[src/rtl/decode_stage_p.sv]
// Instruction-decode pipeline stage.
// Splits the fetched instruction into opcode / imm_sel / rs2-imm / rs1-rd
// fields, drives the register-file read indices combinationally and
// captures operands, next PC, control, destination and a sign-extended
// immediate into the ID/EX register. Handles flush, downstream stall,
// load-use hazard bubbles and a saturating bubble counter.
//
// Instruction layout (MSB..LSB):
//   [INST_W-1 -: OPC_W]      opcode
//   [2*ADDR_W]               imm_sel (1 = use immediate instead of rs2)
//   [2*ADDR_W-1 : ADDR_W]    rs2 / immediate field
//   [ADDR_W-1 : 0]           rs1 / rd field
//
// Handshake: valid_if qualifies inst_if/npc_if from fetch. When stall_if is
// high the stage does not consume the offered instruction this cycle and
// fetch must present the same instruction again; stall_ex high means the
// execute stage is not taking ID/EX, so ID/EX holds. flush overrides both
// and turns the entering slot into a bubble.
module decode_stage_p #(
  parameter int               INST_W   = 16,
  parameter int               DATA_W   = 24,
  parameter int               ADDR_W   = 5,
  parameter int               OPC_W    = 5,
  parameter logic [OPC_W-1:0] LOAD_OPC = 5'b01000,
  parameter logic [OPC_W-1:0] NOP_OPC  = 5'b00000,
  parameter int               CNT_W    = 16
) (
  input  logic              clk,
  input  logic              rst_n,
  input  logic [INST_W-1:0] npc_if,
  input  logic [INST_W-1:0] inst_if,
  input  logic              valid_if,
  input  logic [DATA_W-1:0] read_data_1,
  input  logic [DATA_W-1:0] read_data_2,
  input  logic              stall_ex,
  input  logic              flush,
  output logic [ADDR_W-1:0] read_index_1,
  output logic [ADDR_W-1:0] read_index_2,
  output logic              stall_if,
  output logic [INST_W-1:0] npc_id,
  output logic [DATA_W-1:0] reg1_id,
  output logic [DATA_W-1:0] reg2_id,
  output logic [DATA_W-1:0] imm_id,
  output logic              imm_sel_id,
  output logic [OPC_W-1:0]  ctrl_id,
  output logic [ADDR_W-1:0] rd_id,
  output logic              valid_id,
  output logic [CNT_W-1:0]  bubble_count
);

  // The fields must fit in the instruction word and the immediate must be
  // widened, never narrowed.
  if (OPC_W + 2 * ADDR_W + 1 > INST_W) begin : g_bad_format
    $error("decode_stage_p: OPC_W + 2*ADDR_W + 1 exceeds INST_W");
  end
  if (DATA_W <= ADDR_W) begin : g_bad_data_w
    $error("decode_stage_p: DATA_W must be wider than ADDR_W");
  end

  localparam logic [CNT_W-1:0] CNT_MAX = {CNT_W{1'b1}};
  localparam logic [CNT_W-1:0] CNT_ONE = CNT_W'(1);

  logic [OPC_W-1:0]  opc;
  logic              imm_sel;
  logic [ADDR_W-1:0] rs1;
  logic [ADDR_W-1:0] rs2;
  logic [DATA_W-1:0] imm_ext;
  logic              id_is_load;
  logic              src_match;
  logic              hazard;

  // Field extraction and immediate sign extension.
  always_comb begin
    opc     = inst_if[INST_W-1 -: OPC_W];
    imm_sel = inst_if[2*ADDR_W];
    rs2     = inst_if[2*ADDR_W-1:ADDR_W];
    rs1     = inst_if[ADDR_W-1:0];
    imm_ext = {{(DATA_W-ADDR_W){rs2[ADDR_W-1]}}, rs2};
  end

  assign read_index_1 = rs1;
  assign read_index_2 = rs2;

  // Load-use detection: a valid load in ID/EX whose destination is read by
  // the incoming instruction. rs2 only counts when it is a register, not an
  // immediate. Once the bubble drops valid_id the hazard clears by itself,
  // so a load-use pair costs exactly one bubble.
  always_comb begin
    id_is_load = valid_id && (ctrl_id == LOAD_OPC);
    src_match  = (rd_id == rs1) || (!imm_sel && (rd_id == rs2));
    hazard     = id_is_load && valid_if && src_match;
    stall_if   = !flush && (stall_ex || hazard);
  end

  // ID/EX register: priority flush > stall_ex > hazard > normal capture.
  always_ff @(posedge clk or negedge rst_n) begin
    if (!rst_n) begin
      npc_id       <= '0;
      reg1_id      <= '0;
      reg2_id      <= '0;
      imm_id       <= '0;
      imm_sel_id   <= 1'b0;
      ctrl_id      <= NOP_OPC;
      rd_id        <= '0;
      valid_id     <= 1'b0;
      bubble_count <= '0;
    end else if (flush) begin
      valid_id <= 1'b0;
      ctrl_id  <= NOP_OPC;
    end else if (stall_ex) begin
      valid_id <= valid_id;
    end else if (hazard) begin
      valid_id <= 1'b0;
      ctrl_id  <= NOP_OPC;
      if (bubble_count != CNT_MAX) begin
        bubble_count <= bubble_count + CNT_ONE;
      end
    end else begin
      npc_id     <= npc_if;
      reg1_id    <= read_data_1;
      reg2_id    <= read_data_2;
      imm_id     <= imm_ext;
      imm_sel_id <= imm_sel;
      ctrl_id    <= opc;
      rd_id      <= rs1;
      valid_id   <= valid_if;
    end
  end

endmodule

[config.mk]
export PLATFORM = sky130hd
export DESIGN_NAME = decode_stage_p
export DESIGN_NICKNAME = d
export VERILOG_FILES = /design/src/rtl/decode_stage_p.sv
export SDC_FILE = /design/constraint.sdc
export NUM_CORES = 1
export LEC_CHECK = 0
export BUFFER_PORTS_ARGS = -buffer_cell sky130_fd_sc_hd__buf_2
export CORE_MARGIN = 3
export CORE_UTILIZATION = 47
export DETAILED_ROUTE_END_ITERATION = 10
export PLACE_DENSITY = 0.78
export SLEW_MARGIN = 20
export SYNTH_ARGS = -nofsm -noshare
export SYNTH_HDL_FRONTEND = slang
export SYNTH_SLANG_ARGS = --single-unit
[constraint.sdc]
create_clock -name clk -period 2.9 [get_ports clk]
set_input_delay 0.145 -clock clk [delete_from_list [all_inputs] [get_ports clk]]
set_output_delay 0.145 -clock clk [all_outputs]
set_load 0.1 [all_outputs]
-- After elaboration in Yosys (flattened, before gate mapping)
Index checks and enable logic that the tools add are counted.
- bitwise operators: 3
- $lt $le $gt $ge: 0
- reduce and logical (&&, ||, !) cells: 11
- multiply operators: 0
- equal/unequal tests: 5
- shifts and indexed selects: 0
- mux-type cells: 6
- divide/modulo/power cells: 0
- add/sub/neg operators: 1
- operators with widths (operator ; count):
    $add 16x1->16 const B ; 1
    $ne 16x16->1 const B ; 1
    $mux 5 ; 3
    $eq 5x5->1 ; 2
    $eq 5x4->1 const B ; 1
    $logic_and 1x1->1 ; 5
    $reduce_and 4->1 ; 1
    $mux 1 ; 3
    $not 1->1 ; 3
    $reduce_and 3->1 ; 1
    $logic_not 1->1 ; 2
    $logic_or 1x1->1 ; 2
    $ne 2x1->1 const B ; 1
- bits of input ports: 85
- memory bits (read-only): 0
- bits in registers: 97
- bits in latches: 0
- memories: 0
- memory bits (writable): 0

-- Depth between registers and ports, before layout
Gate-level depths: netlist of the first run.
- depth in word-level cells: 7
- mapped depth: 8
- gate-level depth less buffers: 6

-- Worst setup path before layout of the first run
Ideal clock, no wire load.
- kind: register -> output
- start: register valid_id
- end: output stall_if
- arrival time: 2.987 ns
- path buffers: 0
- stages on the path, launching flop included: 6
- slack: -0.232 ns
- path through: dfrtp_1 -> and4b_1 -> nand4_1 -> o22ai_4 -> nor2_1 -> nor2_1
- word-level cells in the longest chain between the ends: 5
- ends and longest elaborated chain (what ; RTL line ; text):
    start: declaration ; 47 ; output logic valid_id,
    start signal: assignment ; 111 ; valid_id <= valid_id;
    start signal: assignment ; 126 ; valid_id <= valid_if;
    $logic_and 1x1->1 ; 89 ; id_is_load = valid_id && (ctrl_id == LOAD_OPC);
    $logic_and 1x1->1 (2 in series) ; 91 ; hazard = id_is_load && valid_if && src_match;
    $logic_or 1x1->1 ; 92 ; stall_if = !flush && (stall_ex || hazard);
    $logic_and 1x1->1 ; 92 ;
    end: declaration ; 39 ; output logic stall_if,
No other way between the ends.

-- Final worst setup path of the first run
- start: register ctrl_id[1]
- end: register reg1_id[12]
- word-level cells in the longest chain between the ends: 6
- ends and longest elaborated chain (what ; RTL line ; text):
    start: declaration ; 45 ; output logic [OPC_W-1:0] ctrl_id,
    start signal: assignment ; 124 ; ctrl_id <= opc;
    $eq 5x4->1 ; 89 ;
    $logic_and 1x1->1 ; 89 ;
    $logic_and 1x1->1 (2 in series) ; 91 ;
    $not 1->1 (no source line) ; - ;
    $reduce_and 3->1 (no source line) ; - ;
    end signal: assignment ; 120 ; reg1_id <= read_data_1;
    end: declaration ; 41 ; output logic [DATA_W-1:0] reg1_id,
No other way between the ends.
A chain may end at the register's enable or synchronous reset.

==> results.md, run 1 <==
- Critical Path RT: 3140 ps
- Post-Synthesis Cells: 305
- Power density cells: 836 nW/um2
- Post-Place Cells: 608
- Worst setup SP type: flop
- Worst Path Max Fanout: 29
- Fill count: 770
- FF/Latch Area: 2430 um2
- Capture point of the worst path: reg1_id[12]$_DFFE_PN0P_
- Post-synthesis adder-cell area fraction: 0.00279
- Compound-Gate Fraction of Synth Area: 0.0159
- Post-synthesis mux area share: 0.232
- Post-synthesis sequential area ratio: 0.540
- Fin cells: 639
- Post-CTS sizing: 0
- Gr busiest metal: met2
- Met1 GRT Util: 0.236
- CTS tree: built
- DRC viols: 0
- Routability congestion estimate: 0.808
- CP Launch Point: ctrl_id[1]$_DFFE_PN0P_
- Pins Over Slew Limit: 0
- #FFs+latches synth: 97
- Number of cell rows: 35
- Clk Latency, worst-skew pair: 350 ps
- Slowest cell delay on critical path: 400 ps
- Peak VDD IR: 0.379 mV
- Post-synth ARST share: 1.00
- Final setup viols: 0
- RSZ-0062 raised after global routing: no
- Slowest CP cell: dfrtp_1
- Total Wirelength: 10,300 um
- Commonest cells in the netlist: 97 x dfrtp_1, 50 x mux2_4, 32 x buf_4, 26 x mux2_2, 25 x xnor2_1
- Chip Width: 104 um
- Peak Freq: 422 MHz
- Syn Area/Cell: 14.7 um2
- DP HPWL: 7220 um
- Post-Syn Nets: 391
- Yosys Warn Count: 0
- Global route total overflow: 0
- Status: finished, final reports clean
- Post-Syn Area: 4490 um2
- Ports: 212
- DRT iter0 DRCs: 159
- Synth Area in Simple Gates: 0.0772
- Worst Path Arrival: 2610 ps
- Number of synthesized flops with an enable pin: 0
- Endpoints failing hold: 0
- Clock sinks: 97
- Relative slew margins: 0.644
- Synth Flop Type: dfrtp_1
- Xor/xnor share of the synthesized area: 0.0487
- CP endpoint kind: flop
- Ratio of cells with drive above 1 in the final layout: 0.625
- Met3 usage: 0.0505
- Pleak: 3.01 nW
- Synth top area share: 0.540
- Clk_skew: 12.7 ps
- Num CTS Buffers: 9
- Synth cell types: 27
- Final min period: 2370 ps
- Vias: 3,115
- Final period util: 0.817
- Count leader, synth: dfrtp_1
- WL per Instance: 16.0 um
- Main combinational cell family by area after synthesis: multiplexers
- Total GRT Usage: 0.190
- Number of global-route vias before repair: 3,226
- Area growth, synth to finish: 29.0%
- CTS root buf: clkbuf_8
- First-pass GRT wire length: 16,600 um
- Area leader, netlist: dfrtp_1
- WS Path Type: reg2reg
- Initial DRT Pass Iterations: 4
- Maxcap violations: 0
- Worst reg2reg startpoint: ctrl_id[1]$_DFFE_PN0P_
- Met2 Usage GRT: 0.325
- Nets: 591
- HP Class: in2reg
- H-Tree Level Count: 3
- Setup TNS Final: 0 ps
- Register-to-Register Setup Slack: 530 ps
- Multi-input logic area: 1700 um2
- R2R Path End: reg1_id[12]$_DFFE_PN0P_
- Remaining antenna violation count: 0
- Measured slew at the worst slew-check pin: 530 ps
- Critical path cell sequence: nor3_1 > nand4_1 > o22ai_4 > or3_4 > buf_4 > mux2_2
- Antenna Cells: 0
- Initial antenna violation count: 0
- Largest cells by area after synthesis: dfrtp_1 54%, mux2_4 17%, mux2_2 6.5%
- Die area: 10,800 um2
- Total core area: 9280 um2
- Largest net degree at the start of global routing: 98
- Initial Util: 0.484
- Clk buf depth: 2
- R2r worst-path depth: 6
- Via density: 4.87
- # port buffers: 211
- Worst-path clk slew: 90 ps
- Die Height: 104 um
## logic make-up (layout without fill, tap and decap cells)
logic type	count (synthesis)	count (layout)
flip-flops	97	97
multiplexers	76	76
AND/OR/NAND/NOR	55	55
buffers and inverters	42	247
XOR/XNOR	25	25
AO/OA/AOI/OAI	9	9
adder cells (fa/ha/maj)	1	1
## cell type report
cell class	count	share of cell area
Clock buffer	11	0.0261
Clock inverter	5	0.0149
Multi-Input combinational cell	166	0.293
Sequential cell	97	0.419
Tap cell	129	0.0279
Timing Repair Buffer	231	0.219
## power by group
| part | internal (mW) | switching [mW] |
|---|---|---|
| Sequential | 1.51 | 0.100 |
| Clock | 0.540 | 0.476 |
| Combinational | 0.412 | 1.80 |
## worst min-delay path by stage
stage                          from                           to  slack, ps  cells past startpoint
global placement              rst_n       npc_id[14]$_DFFE_PN0P_        230                      2
CTS                 read_data_1[23]      reg1_id[23]$_DFFE_PN0P_       0.05                      2
floorplan                     rst_n  bubble_count[0]$_DFFE_PN0P_       -150                      0
detailed placement            rst_n      reg2_id[11]$_DFFE_PN0P_        240                      2
global route              npc_if[8]        npc_id[8]$_DFFE_PN0P_        0.2                      2
finish                    npc_if[9]        npc_id[9]$_DFFE_PN0P_         20                      2
## stage by stage
stage               utilization  setup slack (ps)  area, um2  hold slack [ps]  power [mW]
floorplan                     -               220       4490             -151        3.55
global placement          0.582               607       5410              234        3.82
detailed placement        0.582               521       5410              242        3.84
CTS                       0.621               512       5760           0.0470        4.87
global route              0.624               349       5790            0.234        5.02
finish                    0.624               531       5790             17.0        4.84
## per-layer routing
metal  up-vias  wire length, um
li1       1441                -
met1      1538             4290
met2       125             5180
met3        11              671
met4         0              116
met5         -                0
## registers in the layout, summed over array words and instances, names as in the netlist
register	cells
reg2_id	24
ctrl_id	5
rd_id	5
imm_sel_id	1
npc_id	16
bubble_count	16
reg1_id	24
imm_id	5
valid_id	1
## layout by cell type, fill, tap and decap left out
cell	instances
a21oi_1	6
a311oi_2	1
and2_1	2
and3_1	6
and4_1	2
and4b_1	1
buf_12	2
buf_2	210
buf_4	4
bufinv_16	2
clkbuf_8	11
clkinv_4	2
dfrtp_1	97
dlygate4sd3_1	15
ha_1	1
inv_6	1
mux2_2	26
mux2_4	50
nand2_1	10
nand3_1	7
nand4_1	10
nand4_2	1
nand4b_1	4
nor2_1	1
nor2_2	1
nor3_1	3
o22ai_1	1
o22ai_4	1
or3_4	1
or3b_2	6
xnor2_1	25
## critical path: cells and delay by family (launching register included)
kind            cells  cell delay (ps)
simple gates        3              760
flops               1              400
mux                 1              390
buf+inv             1              380
compound gates      1              310
## what timing repair did
action	4_1_cts	5_1_grt
buffers inserted	0	0
hold buffers	12	3
hold endpoints to repair	108	3
Power figures use the tool's default switching activity.
==> inputs of run 2 (changes only) <==
==> constraint.sdc (replaced) <==
create_clock -name clk -period 2.4 [get_ports clk]
set_input_delay 0.12 -clock clk [delete_from_list [all_inputs] [get_ports clk]]
set_output_delay 0.12 -clock clk [all_outputs]
set_load 0.1 [all_outputs]
==> results.md, run 2 (same netlist as run 1, synthesis figures left out) <==
- Final setup viols: 0 (unchanged)
- Worst-path clk slew: 90 ps (about the same)
- Area growth, synth to finish: 39.9%
- WS Path Type: reg2out
- Status: finished, final reports clean
- Pleak: 3.18 nW (+5.9%)
- Global route total overflow: 0 (unchanged)
- Antenna Cells: 0 (unchanged)
- Ports: 212 (unchanged)
- Core Util, Final: 0.677 (+0.0530)
- Largest net degree at the start of global routing: 56 (-43%)
- Met1 WL: 4720 um (+10%)
- First-pass GRT wire length: 19,400 um (+17%)
- Chip Width: 104 um (unchanged)
- Placed Area: 5470 um2 (+1.1%)
- Biggest regs: reg1_id x24, reg2_id x24
- Number of cell rows: 35 (unchanged)
- CTS root buf: clkbuf_8
- Post-Place Cells: 611 (+0.49%)
- Remaining antenna violation count: 0 (unchanged)
- Number of global-route vias before repair: 3,595 (+11%)
- DP HPWL: 7520 um (+4.1%)
- Worst Path Max Fanout: 9 (-69%)
- Fin cells: 688 (+7.7%)
- Endpoints failing hold: 0 (unchanged)
- Total core area: 9280 um2 (unchanged)
- Vias: 3,395 (+9.0%)
- Peak VDD IR: 0.424 mV (+12%)
- Most common cell after layout, fill and taps aside: buf_2
- Worst setup SP type: flop
- Fill count: 721 (-6.4%)
- CP endpoint kind: output pin
- Post-CTS Setup Bufs: 0 (unchanged)
- Clock sinks: 97 (unchanged)
- Via density: 4.93 (+1.2%)
- Clk buf depth: 2 (unchanged)
- Top layer in use: met4
- Clk_skew: 9.65 ps (-3.06 ps)
- Routability congestion estimate: 0.808 (about the same)
- Nets: 641 (+8.5%)
- Initial Util: 0.484 (unchanged)
- Final min period: 2160 ps
- DR WL met2: 5920 um (+14%)
- Commonest non-fill, non-tap cells in the layout: 209 x buf_2, 82 x dfrtp_1, 62 x dlygate4sd3_1
- WL per Instance: 17.1 um (+6.5%)
- Num CTS Buffers: 9 (unchanged)
- Total GRT Usage: 0.222 (+0.0327)
- Measured slew at the worst slew-check pin: 549 ps (+19.1 ps)
- Worst Path Arrival: 2040 ps (-570 ps)
- WHS: 22.0 ps (+5.04 ps)
- DRC viols: 0 (unchanged)
- DRT iter0 DRCs: 112 (-30%)
- Met3 routed WL: 906 um (+35%)
- Finished Cell Area: 6280 um2 (+8.5%)
- Initial DRT Pass Iterations: 4 (unchanged)
- Clk Latency, worst-skew pair: 350 ps (about the same)
- Power density cells: 917 nW/um2 (+9.7%)
- Die Height: 104 um (unchanged)
- Peak Freq: 463 MHz
- HP Class: in2reg
- RSZ-0062 raised after global routing: no
- Critical Path RT: 2280 ps (-860 ps)
- Relative slew margins: 0.631 (-0.0129)
- Total Wirelength: 11,800 um (+15%)
- # port buffers: 211 (unchanged)
- Ratio of cells with drive above 1 in the final layout: 0.603 (-0.0226)
- Maxcap violations: 0 (unchanged)
- Pins Over Slew Limit: 0 (unchanged)
- CTS tree: built
- Die area: 10,800 um2 (unchanged)
- H-Tree Level Count: 3 (unchanged)
- Setup TNS Final: 0 ps (unchanged)
- Initial antenna violation count: 0 (unchanged)
- Final period util: 0.900
[run 2: path summary, 6_finish.rpt]
| check | from | cells past startpoint | end | slack, ps |
|---|---|---|---|---|
| hold reg to reg | bubble_count[10]$_DFFE_PN0P_ | 1 | bubble_count[10]$_DFFE_PN0P_ | 490 |
| max in group asynchronous | rst_n | 3 | rd_id[1]$_DFFE_PN0P_ | 1420 |
| setup reg to reg | bubble_count[0]$_DFFE_PN0P_ | 7 | bubble_count[8]$_DFFE_PN0P_ | 270 |
| min in group asynchronous | rst_n | 2 | bubble_count[4]$_DFFE_PN0P_ | 280 |
| setup / recovery | rd_id[1]$_DFFE_PN0P_ | 7 | stall_if | 240 |
| hold / removal | read_data_1[11] | 2 | reg1_id[11]$_DFFE_PN0P_ | 20 |
[run 2: cell type report]
class / instances / area, um2 / area share
sequential: 97 / 2450 / 0.390
timing repair buffer: 281 / 1780 / 0.283
multi-input combinational: 166 / 1710 / 0.271
tap: 129 / 161 / 0.0257
clock buffer: 9 / 124 / 0.0197
clock inverter: 6 / 66.3 / 0.0106
[run 2: report_power, final]
| part | leakage [nW] | internal (mW) | switching [mW] |
|---|---|---|---|
| registers | 1.16 | 1.83 | 0.134 |
| clock network | 0.100 | 0.484 | 0.548 |
| logic | 1.92 | 0.554 | 2.21 |
| total | 3.18 | 2.87 | 2.89 |
[run 2: critical path: stages (launching register included)]
cell	delay (ps)
dfrtp_2	440
xnor2_1	310
nand4_2	170
o22ai_4	160
buf_4	180
nor2_1	70
nor2_4	80
buf_4	280
[run 2: layer usage]
metal,up-vias,global-route usage
met5,-,0
met4,0,0.0674
met3,22,0.0679
met2,165,0.374
met1,1670,0.277
li1,1538,-
[run 2: per-stage QoR]
step,power [mW],worst slack [ps]
after floorplan,4.29,2.64
after global placement,4.62,242
after detailed placement,4.65,148
after CTS,5.78,60.2
after global routing,5.96,54.3
final,5.76,240
[run 2: what timing repair did]
item,CTS,global route
gates resized for setup,1,1
hold buffers,60,2
endpoints found under the hold margin,101,2
endpoints found under the setup margin,1,26
==> inputs of run 3 (changes only) <==
--- a/config.mk
+++ b/config.mk
@@ -6,10 +6,12 @@
 export NUM_CORES = 1
 export LEC_CHECK = 0
 export BUFFER_PORTS_ARGS = -buffer_cell sky130_fd_sc_hd__buf_2
+export CELL_PAD_IN_SITES_DETAIL_PLACEMENT = 2
+export CELL_PAD_IN_SITES_GLOBAL_PLACEMENT = 2
 export CORE_MARGIN = 3
-export CORE_UTILIZATION = 47
+export CORE_UTILIZATION = 29
 export DETAILED_ROUTE_END_ITERATION = 10
-export PLACE_DENSITY = 0.78
+export PLACE_DENSITY = 0.76
 export SLEW_MARGIN = 20
 export SYNTH_ARGS = -nofsm -noshare
 export SYNTH_HDL_FRONTEND = slang
==> results.md, run 3 (same netlist as run 1, synthesis figures left out) <==
- FF/Latch Area: 2450 um2 (unchanged)
- Initial Util: 0.302 (-0.182)
- Worst setup margin: 183 ps (-56.5 ps)
- CTS root buf: clkbuf_16
- Largest net degree at the start of global routing: 55 (-1.8%)
- Power density cells: 989 nW/um2 (+7.9%)
- Clk Latency, worst-skew pair: 340 ps (about the same)
- Critical path cell sequence: ha_1 > and3_1 > and4_1 > a311oi_2 > buf_4 > nand4_1 > xnor2_1
- Fill count: 1,559 (+120%)
- Initial DRT Pass Iterations: 4 (unchanged)
- Met3 usage: 0.0354 (-0.0325)
- RSZ-0062 raised after global routing: no
- Worst Path Max Fanout: 8 (-1)
- Peak VDD IR: 0.380 mV (-10%)
- Initial antenna violation count: 0 (unchanged)
- Endpoints failing hold: 0 (unchanged)
- Area growth, synth to finish: 39.4%
- Via density: 4.60 (-6.7%)
- Remaining antenna violation count: 0 (unchanged)
- Switching Share: 0.478 (-0.0241)
- DRT iter0 DRCs: 80 (-29%)
- Number of cell rows: 44 (+26%)
- Ports: 212 (unchanged)
- Status: finished, final reports clean
- # port buffers: 211 (unchanged)
- Ratio of cells with drive above 1 in the final layout: 0.632 (+0.0291)
- Clk network pwr share: 0.240 (+0.061)
- Clock sinks: 97 (unchanged)
- DP HPWL: 9790 um (+30%)
- WS Path Type: reg2reg
- Gr busiest metal: met2
- Slowest cell delay on critical path: 490 ps (+50 ps)
- HP Class: in2reg
- DRC viols: 0 (unchanged)
- Antenna Cells: 0 (unchanged)
- Worst setup SP type: flop
- Setup WS pre-CTS: 207 ps (+58.8 ps)
- Seq pwr share: 0.316 (-0.025)
- Psw: 2.96 mW (+2.4%)
- Number of global-route vias before repair: 3,666 (+2.0%)
- Worst-path clk slew: 70 ps (-20 ps)
- Slowest CP cell: dfrtp_4
- Comb pwr share: 0.444 (-0.036)
- Post-CTS sizing: 0 (-1)
- Maxcap violations: 0 (unchanged)
- Met2 Usage GRT: 0.280 (-0.0935)
- Vias: 3,324 (-2.1%)
- Worst Path Arrival: 2470 ps (+430 ps)
- Total GRT Usage: 0.156 (-0.0661)
- Die Height: 130 um (+26%)
- First-pass GRT wire length: 20,300 um (+4.8%)
- Nets: 619 (-3.4%)
- H-Tree Level Count: 3 (unchanged)
- CTS tree: built
- Relative slew margins: 0.578 (-0.0532)
- Final min period: 2220 ps (+56.5 ps)
- Die area: 17,000 um2 (+58%)
- Commonest non-fill, non-tap cells in the layout: 209 x buf_2, 82 x dfrtp_1, 50 x mux2_4
- Critical Path RT: 2650 ps (+370 ps)
- Measured slew at the worst slew-check pin: 633 ps (+84.0 ps)
- Setup TNS Final: 0 ps (unchanged)
- Core Util, Final: 0.421 (-0.256)
- CP endpoint kind: flop
- Total Wirelength: 13,500 um (+15%)
- Final setup viols: 0 (unchanged)
- Met1 GRT Util: 0.184 (-0.0929)
- Multi-input logic area: 1700 um2 (-0.29%)
- Chip Width: 130 um (+26%)
- Most common cell after layout, fill and taps aside: buf_2
- Clk buf depth: 2 (unchanged)
- Final period util: 0.924 (+0.0235)
- Register-to-Register Setup Slack: 180 ps (-90 ps)
- WL per Instance: 18.7 um (+9.2%)
- Routability congestion estimate: 0.754 (-6.7%)
- Internal power: 3.23 mW (+13%)
- Num CTS Buffers: 9 (unchanged)
- Pleak: 3.15 nW (-1.0%)
- Peak Freq: 451 MHz (-2.5%)
- Clk_skew: 9.78 ps (+0.127 ps)
- Total core area: 14,900 um2 (+60%)
- Pins Over Slew Limit: 0 (unchanged)
- Global route total overflow: 0 (unchanged)
- Biggest regs: reg1_id x24, reg2_id x24
## run 3: cell types whose count changed in the layout (fill, tap and decap cells not counted)
cell,change
buf_12,+2
clkinvlp_4,+1
clkinv_2,-1
clkbuf_1,+1
dlygate4sd3_1,-26
nor3_2,-1
buf_4,+2
clkinv_4,+1
inv_6,-3
clkbuf_8,-7
clkbuf_16,+9
nor3_1,+1
## run 3: final timing paths
| check | startpoint | to | depth (start not counted) |
|---|---|---|---|
| worst min register to register | reg1_id[16]$_DFFE_PN0P_ | reg1_id[16]$_DFFE_PN0P_ | 1 |
| min in group asynchronous | rst_n | npc_id[15]$_DFFE_PN0P_ | 2 |
| worst min-delay path | npc_if[14] | npc_id[14]$_DFFE_PN0P_ | 2 |
| worst max-delay path | bubble_count[0]$_DFFE_PN0P_ | bubble_count[14]$_DFFE_PN0P_ | 7 |
| max in group asynchronous | rst_n | rd_id[3]$_DFFE_PN0P_ | 3 |
| worst max register to register | bubble_count[0]$_DFFE_PN0P_ | bubble_count[14]$_DFFE_PN0P_ | 7 |
## run 3: routing by layer
metal  part of all wire  wire length [um]
met5                  0                 0
met4              0.014               184
met3              0.063               842
met2               0.52              6990
met1               0.40              5450
## run 3: timing repair
| item | in CTS | in global routing |
|---|---|---|
| hold endpoints to repair | 78 | 0 |
| hold buffers | 36 | 0 |
| setup buffers | 0 | 0 |
## run 3: power by group through the flow
stage / clock (mW) / sequential, mW / combinational, mW
global route: 1.62 / 1.99 / 2.83
finish: 1.49 / 1.96 / 2.75
CTS: 1.55 / 1.96 / 2.76
global placement: 0 / 1.98 / 2.69
floorplan: 0 / 3.40 / 0.890
detailed placement: 0 / 1.99 / 2.72
## run 3: critical path: cells and delay by family (launching register included)
kind,cells,cell delay (ps)
compound gates,1,380
xor+xnor,1,200
fa+ha+maj,1,220
buf+inv,1,220
flops,1,490
simple gates,3,600
## run 3: through the flow
stage	power [mW]	cell area, um2	cells	hold WS, ps
3_3_place_gp	4.67	5590	670	174
3_5_place_dp	4.70	5590	670	187
4_1_cts	6.27	6260	722	0.352
2_1_floorplan	4.29	4520	305	-176
6_report	6.19	6260	722	11.8
5_1_grt	6.43	6260	722	2.65
## run 3: layout make-up
cell class	instances	share of cell area
multi-input combinational	166	0.272
clock buffer	12	0.0410
clock inverter	4	0.00819
sequential	97	0.391
timing repair buffer	259	0.251
tap	184	0.0368
